`src/rtl/calf_eject_reasm_pkg.sv`:
```
// Shared definitions for the CALF ejection-side reassembly block.
// Ejected flit word layout (ControlW bits):
//   [143:16] data, [15:12] MSHR, [11] valid, [10:8] seq, [7:4] source, [3:0] dest.
// The reassembly key is {source, MSHR}.
package calf_eject_reasm_pkg;

  localparam int unsigned ControlW = 144;
  localparam int unsigned DataW    = 128;
  localparam int unsigned DataLsb  = 16;
  localparam int unsigned MshrLsb  = 12;
  localparam int unsigned ValidBit = 11;
  localparam int unsigned SeqLsb   = 8;
  localparam int unsigned SrcLsb   = 4;
  localparam int unsigned DestLsb  = 0;
  localparam int unsigned KeyW     = 8;

  typedef enum logic [1:0] {
    SlotFree,
    SlotFill,
    SlotDone
  } slot_state_e;

  // Reassembly key {source, MSHR} of an ejected flit word.
  function automatic logic [KeyW-1:0] flit_key(input logic [ControlW-1:0] flit);
    return {flit[SrcLsb +: 4], flit[MshrLsb +: 4]};
  endfunction

endpackage

```
`src/rtl/calf_reasm_slot.sv`:
```
// One reassembly slot: state, key, receive mask and per-seq data storage.
// Ports:
//   clk_i, rst_i      clock, synchronous active-high reset
//   alloc_i           claim this FREE slot for key_i, storing the first flit
//   wr_i              store a flit for the already-matched key (ignored unless FILL)
//   free_i            release the slot after packet handshake
//   key_i/seq_i/data_i  incoming flit fields
//   state_o, key_o    current slot state and key
//   seen_o            mask bit for seq_i already set (duplicate detect)
//   data_o            packet payload, seq k at [k*DataW +: DataW]
module calf_reasm_slot
  import calf_eject_reasm_pkg::*;
#(
  parameter int unsigned PktFlits = 4
) (
  input  logic                      clk_i,
  input  logic                      rst_i,
  input  logic                      alloc_i,
  input  logic                      wr_i,
  input  logic                      free_i,
  input  logic [KeyW-1:0]           key_i,
  input  logic [2:0]                seq_i,
  input  logic [DataW-1:0]          data_i,
  output slot_state_e               state_o,
  output logic [KeyW-1:0]           key_o,
  output logic                      seen_o,
  output logic [PktFlits*DataW-1:0] data_o
);

  slot_state_e                        state_q, state_d;
  logic        [KeyW-1:0]             key_q, key_d;
  logic        [PktFlits-1:0]         mask_q, mask_d;
  logic        [PktFlits-1:0][DataW-1:0] data_q, data_d;
  logic        [PktFlits-1:0]         seq_hot;

  always_comb begin
    seq_hot = '0;
    for (int k = 0; k < int'(PktFlits); k++) begin
      seq_hot[k] = (seq_i == 3'(k));
    end
    seen_o  = |(mask_q & seq_hot);

    state_d = state_q;
    key_d   = key_q;
    mask_d  = mask_q;
    data_d  = data_q;

    if (free_i) begin
      state_d = SlotFree;
      mask_d  = '0;
    end else if (alloc_i || (wr_i && state_q == SlotFill)) begin
      if (alloc_i) begin
        key_d  = key_i;
        mask_d = seq_hot;
      end else begin
        mask_d = mask_q | seq_hot;
      end
      for (int k = 0; k < int'(PktFlits); k++) begin
        if (seq_hot[k]) data_d[k] = data_i;
      end
      // Single-flit packets go straight to DONE on allocation.
      state_d = (&mask_d) ? SlotDone : SlotFill;
    end
  end

  always_ff @(posedge clk_i) begin
    if (rst_i) begin
      state_q <= SlotFree;
      key_q   <= '0;
      mask_q  <= '0;
    end else begin
      state_q <= state_d;
      key_q   <= key_d;
      mask_q  <= mask_d;
    end
  end

  // Payload is only visible while DONE, so it needs no reset.
  always_ff @(posedge clk_i) begin
    data_q <= data_d;
  end

  assign state_o = state_q;
  assign key_o   = key_q;
  assign data_o  = data_q;

endmodule

```
`src/rtl/calf_eject_reasm.sv`:
```
// CALF ejection-port packet reassembly. Consumes one flit per cycle from the
// router ejection port and rebuilds multi-flit packets keyed by {source, MSHR}.
// Ports:
//   clk, rst                      clock, synchronous active-high reset
//   eject_ci                      ejected flit word
//   pkt_valid/pkt_ready           completed-packet handshake
//   pkt_src, pkt_mshr, pkt_data   presented packet (zero when none)
//   err_misroute/overflow/dup     one-cycle error pulses
//   drop_cnt                      saturating misroute + overflow drop count
module calf_eject_reasm
  import calf_eject_reasm_pkg::*;
#(
  parameter logic [3:0]  NODE_ID   = 4'h7,
  parameter int unsigned PKT_FLITS = 4,
  parameter int unsigned NSLOTS    = 4
) (
  input  logic                       clk,
  input  logic                       rst,
  input  logic [ControlW-1:0]        eject_ci,
  output logic                       pkt_valid,
  input  logic                       pkt_ready,
  output logic [3:0]                 pkt_src,
  output logic [3:0]                 pkt_mshr,
  output logic [PKT_FLITS*DataW-1:0] pkt_data,
  output logic                       err_misroute,
  output logic                       err_overflow,
  output logic                       err_dup,
  output logic [15:0]                drop_cnt
);

  localparam int unsigned IdxW = $clog2(NSLOTS);

  // Flit fields.
  logic              f_valid;
  logic [2:0]        f_seq;
  logic [3:0]        f_dest;
  logic [KeyW-1:0]   f_key;
  logic [DataW-1:0]  f_data;

  assign f_valid = eject_ci[ValidBit];
  assign f_seq   = eject_ci[SeqLsb +: 3];
  assign f_dest  = eject_ci[DestLsb +: 4];
  assign f_key   = flit_key(eject_ci);
  assign f_data  = eject_ci[DataLsb +: DataW];

  // Per-slot signals.
  slot_state_e                slot_st   [NSLOTS];
  logic [KeyW-1:0]            slot_key  [NSLOTS];
  logic [PKT_FLITS*DataW-1:0] slot_data [NSLOTS];
  logic [NSLOTS-1:0]          slot_seen, slot_alloc, slot_wr, slot_rel;
  logic [NSLOTS-1:0]          slot_free, slot_done, match;

  for (genvar i = 0; i < NSLOTS; i++) begin : g_slot
    calf_reasm_slot #(
      .PktFlits(PKT_FLITS)
    ) u_slot (
      .clk_i  (clk),
      .rst_i  (rst),
      .alloc_i(slot_alloc[i]),
      .wr_i   (slot_wr[i]),
      .free_i (slot_rel[i]),
      .key_i  (f_key),
      .seq_i  (f_seq),
      .data_i (f_data),
      .state_o(slot_st[i]),
      .key_o  (slot_key[i]),
      .seen_o (slot_seen[i]),
      .data_o (slot_data[i])
    );
  end

  // Key CAM, allocation and error classification.
  logic misroute, f_ok, hit, overflow, dup;
  logic [NSLOTS-1:0] free_oh;

  always_comb begin
    for (int i = 0; i < int'(NSLOTS); i++) begin
      slot_free[i] = (slot_st[i] == SlotFree);
      slot_done[i] = (slot_st[i] == SlotDone);
      match[i]     = !slot_free[i] && (slot_key[i] == f_key);
    end
    misroute = f_valid && ((f_dest != NODE_ID) || ({29'b0, f_seq} >= PKT_FLITS));
    f_ok     = f_valid && !misroute;
    hit      = |match;
    // Lowest-index FREE slot as one-hot. A slot released this cycle is still
    // DONE here, so it cannot be reallocated until the next cycle.
    free_oh    = slot_free & (~slot_free + NSLOTS'(1));
    slot_alloc = (f_ok && !hit) ? free_oh : '0;
    slot_wr    = f_ok ? (match & ~slot_done) : '0;
    overflow   = f_ok && !hit && !(|slot_free);
    // A hit on a DONE slot always reports seen, since its mask is full.
    dup        = f_ok && |(match & slot_seen);
  end

  // Output selection: lowest DONE slot, held while presented and not accepted.
  logic             hold_q, hold_d;
  logic [IdxW-1:0]  held_idx_q, held_idx_d;
  logic [IdxW-1:0]  done_idx, cur_idx;

  always_comb begin
    done_idx = '0;
    for (int i = int'(NSLOTS) - 1; i >= 0; i--) begin
      if (slot_done[i]) done_idx = IdxW'(i);
    end
    cur_idx    = hold_q ? held_idx_q : done_idx;
    pkt_valid  = |slot_done;
    pkt_src    = pkt_valid ? slot_key[cur_idx][7:4] : '0;
    pkt_mshr   = pkt_valid ? slot_key[cur_idx][3:0] : '0;
    pkt_data   = pkt_valid ? slot_data[cur_idx] : '0;
    slot_rel   = (pkt_valid && pkt_ready) ? (NSLOTS'(1) << cur_idx) : '0;
    hold_d     = pkt_valid && !pkt_ready;
    held_idx_d = cur_idx;
  end

  // Error pulses and drop counter.
  logic        err_misroute_q, err_misroute_d;
  logic        err_overflow_q, err_overflow_d;
  logic        err_dup_q, err_dup_d;
  logic [15:0] drop_cnt_q, drop_cnt_d;

  always_comb begin
    err_misroute_d = misroute;
    err_overflow_d = overflow;
    err_dup_d      = dup;
    drop_cnt_d     = drop_cnt_q;
    if ((misroute || overflow) && (drop_cnt_q != 16'hFFFF)) begin
      drop_cnt_d = drop_cnt_q + 16'd1;
    end
  end

  always_ff @(posedge clk) begin
    if (rst) begin
      hold_q         <= 1'b0;
      held_idx_q     <= '0;
      err_misroute_q <= 1'b0;
      err_overflow_q <= 1'b0;
      err_dup_q      <= 1'b0;
      drop_cnt_q     <= '0;
    end else begin
      hold_q         <= hold_d;
      held_idx_q     <= held_idx_d;
      err_misroute_q <= err_misroute_d;
      err_overflow_q <= err_overflow_d;
      err_dup_q      <= err_dup_d;
      drop_cnt_q     <= drop_cnt_d;
    end
  end

  assign err_misroute = err_misroute_q;
  assign err_overflow = err_overflow_q;
  assign err_dup      = err_dup_q;
  assign drop_cnt     = drop_cnt_q;

endmodule

```
`config.mk`:
```
export PLATFORM = sky130hd
export DESIGN_NAME = calf_eject_reasm
export DESIGN_NICKNAME = d
export VERILOG_FILES = /design/src/rtl/calf_eject_reasm_pkg.sv /design/src/rtl/calf_reasm_slot.sv /design/src/rtl/calf_eject_reasm.sv
export SDC_FILE = /design/constraint.sdc
export NUM_CORES = 2
export LEC_CHECK = 0
export ABC_AREA = 1
export BUFFER_PORTS_ARGS = -buffer_cell sky130_fd_sc_hd__buf_2
export CAP_MARGIN = 10
export CORE_MARGIN = 2
export CORE_UTILIZATION = 64
export CTS_CLUSTER_SIZE = 16
export DETAILED_ROUTE_END_ITERATION = 8
export GPL_TIMING_DRIVEN = 0
export PLACE_DENSITY = 0.94
export REMOVE_ABC_BUFFERS = 1
export SYNTH_ARGS = -nofsm -noshare
export SYNTH_HDL_FRONTEND = slang
export SYNTH_SLANG_ARGS = --single-unit
```
`constraint.sdc`:
```
create_clock -name clk -period 16.4 [get_ports clk]
set_input_delay 2.46 -clock clk [delete_from_list [all_inputs] [get_ports clk]]
set_output_delay 2.46 -clock clk [all_outputs]
set_load 0.02 [all_outputs]
```
==> results.rst <==
.. list-table::
   :header-rows: 1

   * - Metric
     - Value
   * - Run status
     - finished clean
   * - Cts bufs inserted
     - 191
   * - EDFF count, synth
     - 2048
   * - Maximum net fanout on the critical path
     - 35
   * - Placement-stage worst setup slack
     - 9790 ps
   * - Clock H-tree levels
     - 4
   * - Standard-cell rows
     - 127
   * - Pins over their slew limit
     - 0
   * - Global route total overflow
     - 0
   * - Via total after detailed routing
     - 51200
   * - Synthesized area
     - 77600 um2
   * - Setup slack of the critical path after layout
     - 8740 ps
   * - Area share of xor/xnor cells in the synthesized design
     - 0.361%
   * - Number of primary I/O pins
     - 687
   * - Detailed-route DRC error count
     - 0
   * - Average via count per standard cell
     - 7.27
   * - Worst reg-to-reg setup slack
     - 12280 ps
   * - Required time of the critical path
     - 13940 ps
   * - RR Startpoint
     - g_slot[1].u_slot.state_o[0]
   * - Sequential fraction of the synthesis area
     - 81.3%
   * - Worst setup path endpoint
     - pkt_data[440]
   * - DR WL/cell
     - 33.6 um
   * - Pin count of the biggest net entering global routing
     - 136
   * - Final setup fails
     - 0
   * - Highest-count cells in the layout ignoring fill and taps
     - sky130_fd_sc_hd__edfxtp_1, sky130_fd_sc_hd__a22oi_1, sky130_fd_sc_hd__buf_2, sky130_fd_sc_hd__a21oi_1, sky130_fd_sc_hd__clkbuf_16
   * - Portion of synthesized cell area occupied by the leading cell type
     - 79.3%
   * - Starting DRC count in detailed routing
     - 10300
   * - Fraction of final layout cells with drive strength greater than 1
     - 21.9%
   * - Cell depth of the worst hold path
     - 2
   * - Setup repair after global routing missed its margin
     - no
   * - Fin Hold WS
     - 479 ps
   * - Total of max-cap violations
     - 0
   * - Via count of the first global-routing pass
     - 50800
   * - Number of buffers added for setup after CTS
     - 0
   * - Clock period minus worst slack
     - 7660 ps
   * - Post-route setup TNS
     - 0 ps
   * - Share of the cycle needed by the critical path after routing
     - 46.7%
   * - CP endpoint kind
     - output port
   * - Final Routed Wirelength
     - 237000 um
   * - Core area
     - 120000 um2
   * - Setup Skew
     - 51.5 ps
   * - Flip-flop and latch count after synthesis
     - 2126
   * - Post-synthesis cell type with the largest combined area
     - sky130_fd_sc_hd__edfxtp_1
   * - Share of cell area taken by muxes after synthesis
     - 0%
   * - Simple-gate portion of the synthesized area
     - 1.83%
   * - Max Fclk
     - 0.131 GHz
   * - Worst reg2reg path endpoint
     - g_slot[2].u_slot.data_o[135]
   * - Leading cell types by total area after synthesis
     - sky130_fd_sc_hd__edfxtp_1, sky130_fd_sc_hd__a22oi_1, sky130_fd_sc_hd__a21oi_1, sky130_fd_sc_hd__dfxtp_1, sky130_fd_sc_hd__buf_2
   * - Final weighted congestion in routability-driven placement
     - 0.865
   * - Clk slew on worst S/H paths
     - 60 ps
   * - Number of instances in the synthesized netlist
     - 4514
   * - Hold violation count in the final report
     - 0
   * - TritonCTS clock tree
     - done
   * - CTS root buf
     - sky130_fd_sc_hd__clkbuf_16
   * - Crit. Startpoint
     - g_slot[2].u_slot.state_o[1]
   * - Worst IR Drop VDD
     - 154 uV
   * - Global router's overall resource usage
     - 37.4%
   * - Final-stage net count
     - 5401
   * - Height of the die
     - 352 um
   * - Clock insertion delay at the later pin of the skew report
     - 830 ps
   * - Compound-Gate Fraction of Synth Area
     - 14.2%
   * - PnR Total Power
     - 10.5 mW
   * - Worst hold-check path type
     - reg2reg
   * - Avg Cell Area, Syn
     - 17.2 um2
   * - Power density cells
     - 115 nW/um2
   * - Most common library cell in the layout ignoring fill and taps
     - sky130_fd_sc_hd__edfxtp_1
   * - Synthesized-area fraction occupied by adder cells
     - 0.0161%
   * - CP startpoint kind
     - flip-flop
   * - Worst reg2reg path depth
     - 14
   * - Effective utilization at floorplan
     - 64.6%
   * - Resized Gates After CTS
     - 0
   * - Post-synth top flop
     - sky130_fd_sc_hd__edfxtp_1
   * - Max transition margin
     - 18.7%
   * - First-pass GRT wire length
     - 340000 um
   * - Ys async rst share
     - 0%
   * - Design Area, Final
     - 91400 um2
   * - CTS Buffer Depth
     - 3
   * - Die ar.
     - 124000 um2
   * - Number of I/O port buffers
     - 686
   * - DIE WIDTH
     - 352 um
   * - Post-CTS Hold Fix Bufs
     - 0
   * - Antenna violation net count after detailed routing
     - 0
   * - Sinks on Clock Net
     - 2126
   * - Number of distinct library cell variants in the gate-level netlist after synthesis
     - 39
   * - Setup Crit Path Kind
     - reg2out
   * - Critical Path AT
     - 5200 ps
   * - Transition time at the pin with the least slew margin
     - 1220 ps
   * - Area growth from synthesis to final layout
     - 17.9%
   * - P_leak
     - 30.4 nW
   * - Cell area reported after detailed placement
     - 85200 um2
   * - Length of the first detailed-routing pass in iterations
     - 9
   * - Final HPWL DP
     - 130000 um
   * - Antenna violations before repair
     - 26
   * - Total number of yosys warnings
     - 0
   * - Main combinational cell family by area after synthesis
     - compound AO/OA/AOI/OAI gates
## worst min path at each step
| stage | slack (ps) | startpoint | to |
|---|---|---|---|
| 5_1_grt | 500 | g_slot[3].u_slot.key_o[7] | g_slot[3].u_slot.key_o[7] |
| 4_1_cts | 470 | g_slot[3].u_slot.key_o[7] | g_slot[3].u_slot.key_o[7] |
| 3_3_place_gp | 460 | g_slot[2].u_slot.key_o[7] | g_slot[2].u_slot.key_o[7] |
| 6_report | 480 | g_slot[3].u_slot.key_o[7] | g_slot[3].u_slot.key_o[7] |
| 2_1_floorplan | 450 | g_slot[3].u_slot.key_o[0] | g_slot[3].u_slot.key_o[0] |
| 3_5_place_dp | 470 | g_slot[3].u_slot.key_o[7] | g_slot[3].u_slot.key_o[7] |
## state kept, by name (all words and copies together) (netlist names)
register,count
drop_cnt,16
err_dup,1
held_idx_q,2
g_slot.u_slot.mask_q,16
err_misroute,1
g_slot.u_slot.key_o,32
hold_q,1
err_overflow,1
g_slot.u_slot.state_o,8
g_slot.u_slot.data_o,2048
## Yosys cell counts (all sizes together), types with 24 or more instances
cell type  count
edfxtp      2048
a22oi       1041
a21oi        580
buf          229
nand2        158
inv           80
dfxtp         78
clkbuf        77
nor2          73
o21ai         42
nand3         37
xnor2         24
## layout make-up
cell class | count | area (um2)
multi-input cells | 2002 | 12800
flip-flops and latches | 2126 | 63100
inverters | 80 | 310
well taps | 1612 | 2020
clock buffers | 236 | 5060
repair buffers | 852 | 7010
fillers | 5698 | 28700
clock inverters | 104 | 1040
diodes | 27 | 67.6
## through the flow
stage	instances	util, %
floorplan	4208	-
detailed placement	6672	70.9
global route	7032	76.1
finish	7039	76.1
global placement	6506	67.9
CTS	7012	76.0
## metal layers
layer	wire length [um]	up-vias	track usage (%)
met5	52	-	0
li1	-	19800	-
met2	111000	5678	58.1
met1	71600	24600	46.3
met4	17100	8	23.7
met3	37100	1155	11.2
## critical path, cell delays in order, from the launching register on
cell and delay [ps]:
sky130_fd_sc_hd__dfxtp_1 450, sky130_fd_sc_hd__inv_2 90, sky130_fd_sc_hd__o21ai_2 200, sky130_fd_sc_hd__nand4_1 110
sky130_fd_sc_hd__and2_4 190, sky130_fd_sc_hd__nor2_4 740, sky130_fd_sc_hd__buf_12 300, sky130_fd_sc_hd__buf_16 200
sky130_fd_sc_hd__buf_12 240, sky130_fd_sc_hd__buf_12 250, sky130_fd_sc_hd__buf_12 260, sky130_fd_sc_hd__buf_12 250
sky130_fd_sc_hd__buf_12 250, sky130_fd_sc_hd__a22oi_1 140, sky130_fd_sc_hd__a21oi_1 320, sky130_fd_sc_hd__buf_2 270
## kinds of logic (layout without fill, tap and decap cells)
group / count (synthesis) / after routing
flops: 2126 / 2126
compound gates: 1669 / 1669
buf+inv: 386 / 1272
simple gates: 300 / 300
xor+xnor: 32 / 32
fa+ha+maj: 1 / 1
other cells: 0 / 27
## where the power goes
group | internal (mW) | switching, mW
combinational | 0.0203 | 0.0921
clock | 2.46 | 2.01
sequential | 5.94 | 0.00156
total | 8.42 | 2.10
Note: power is estimated with default switching activity, not from simulation.
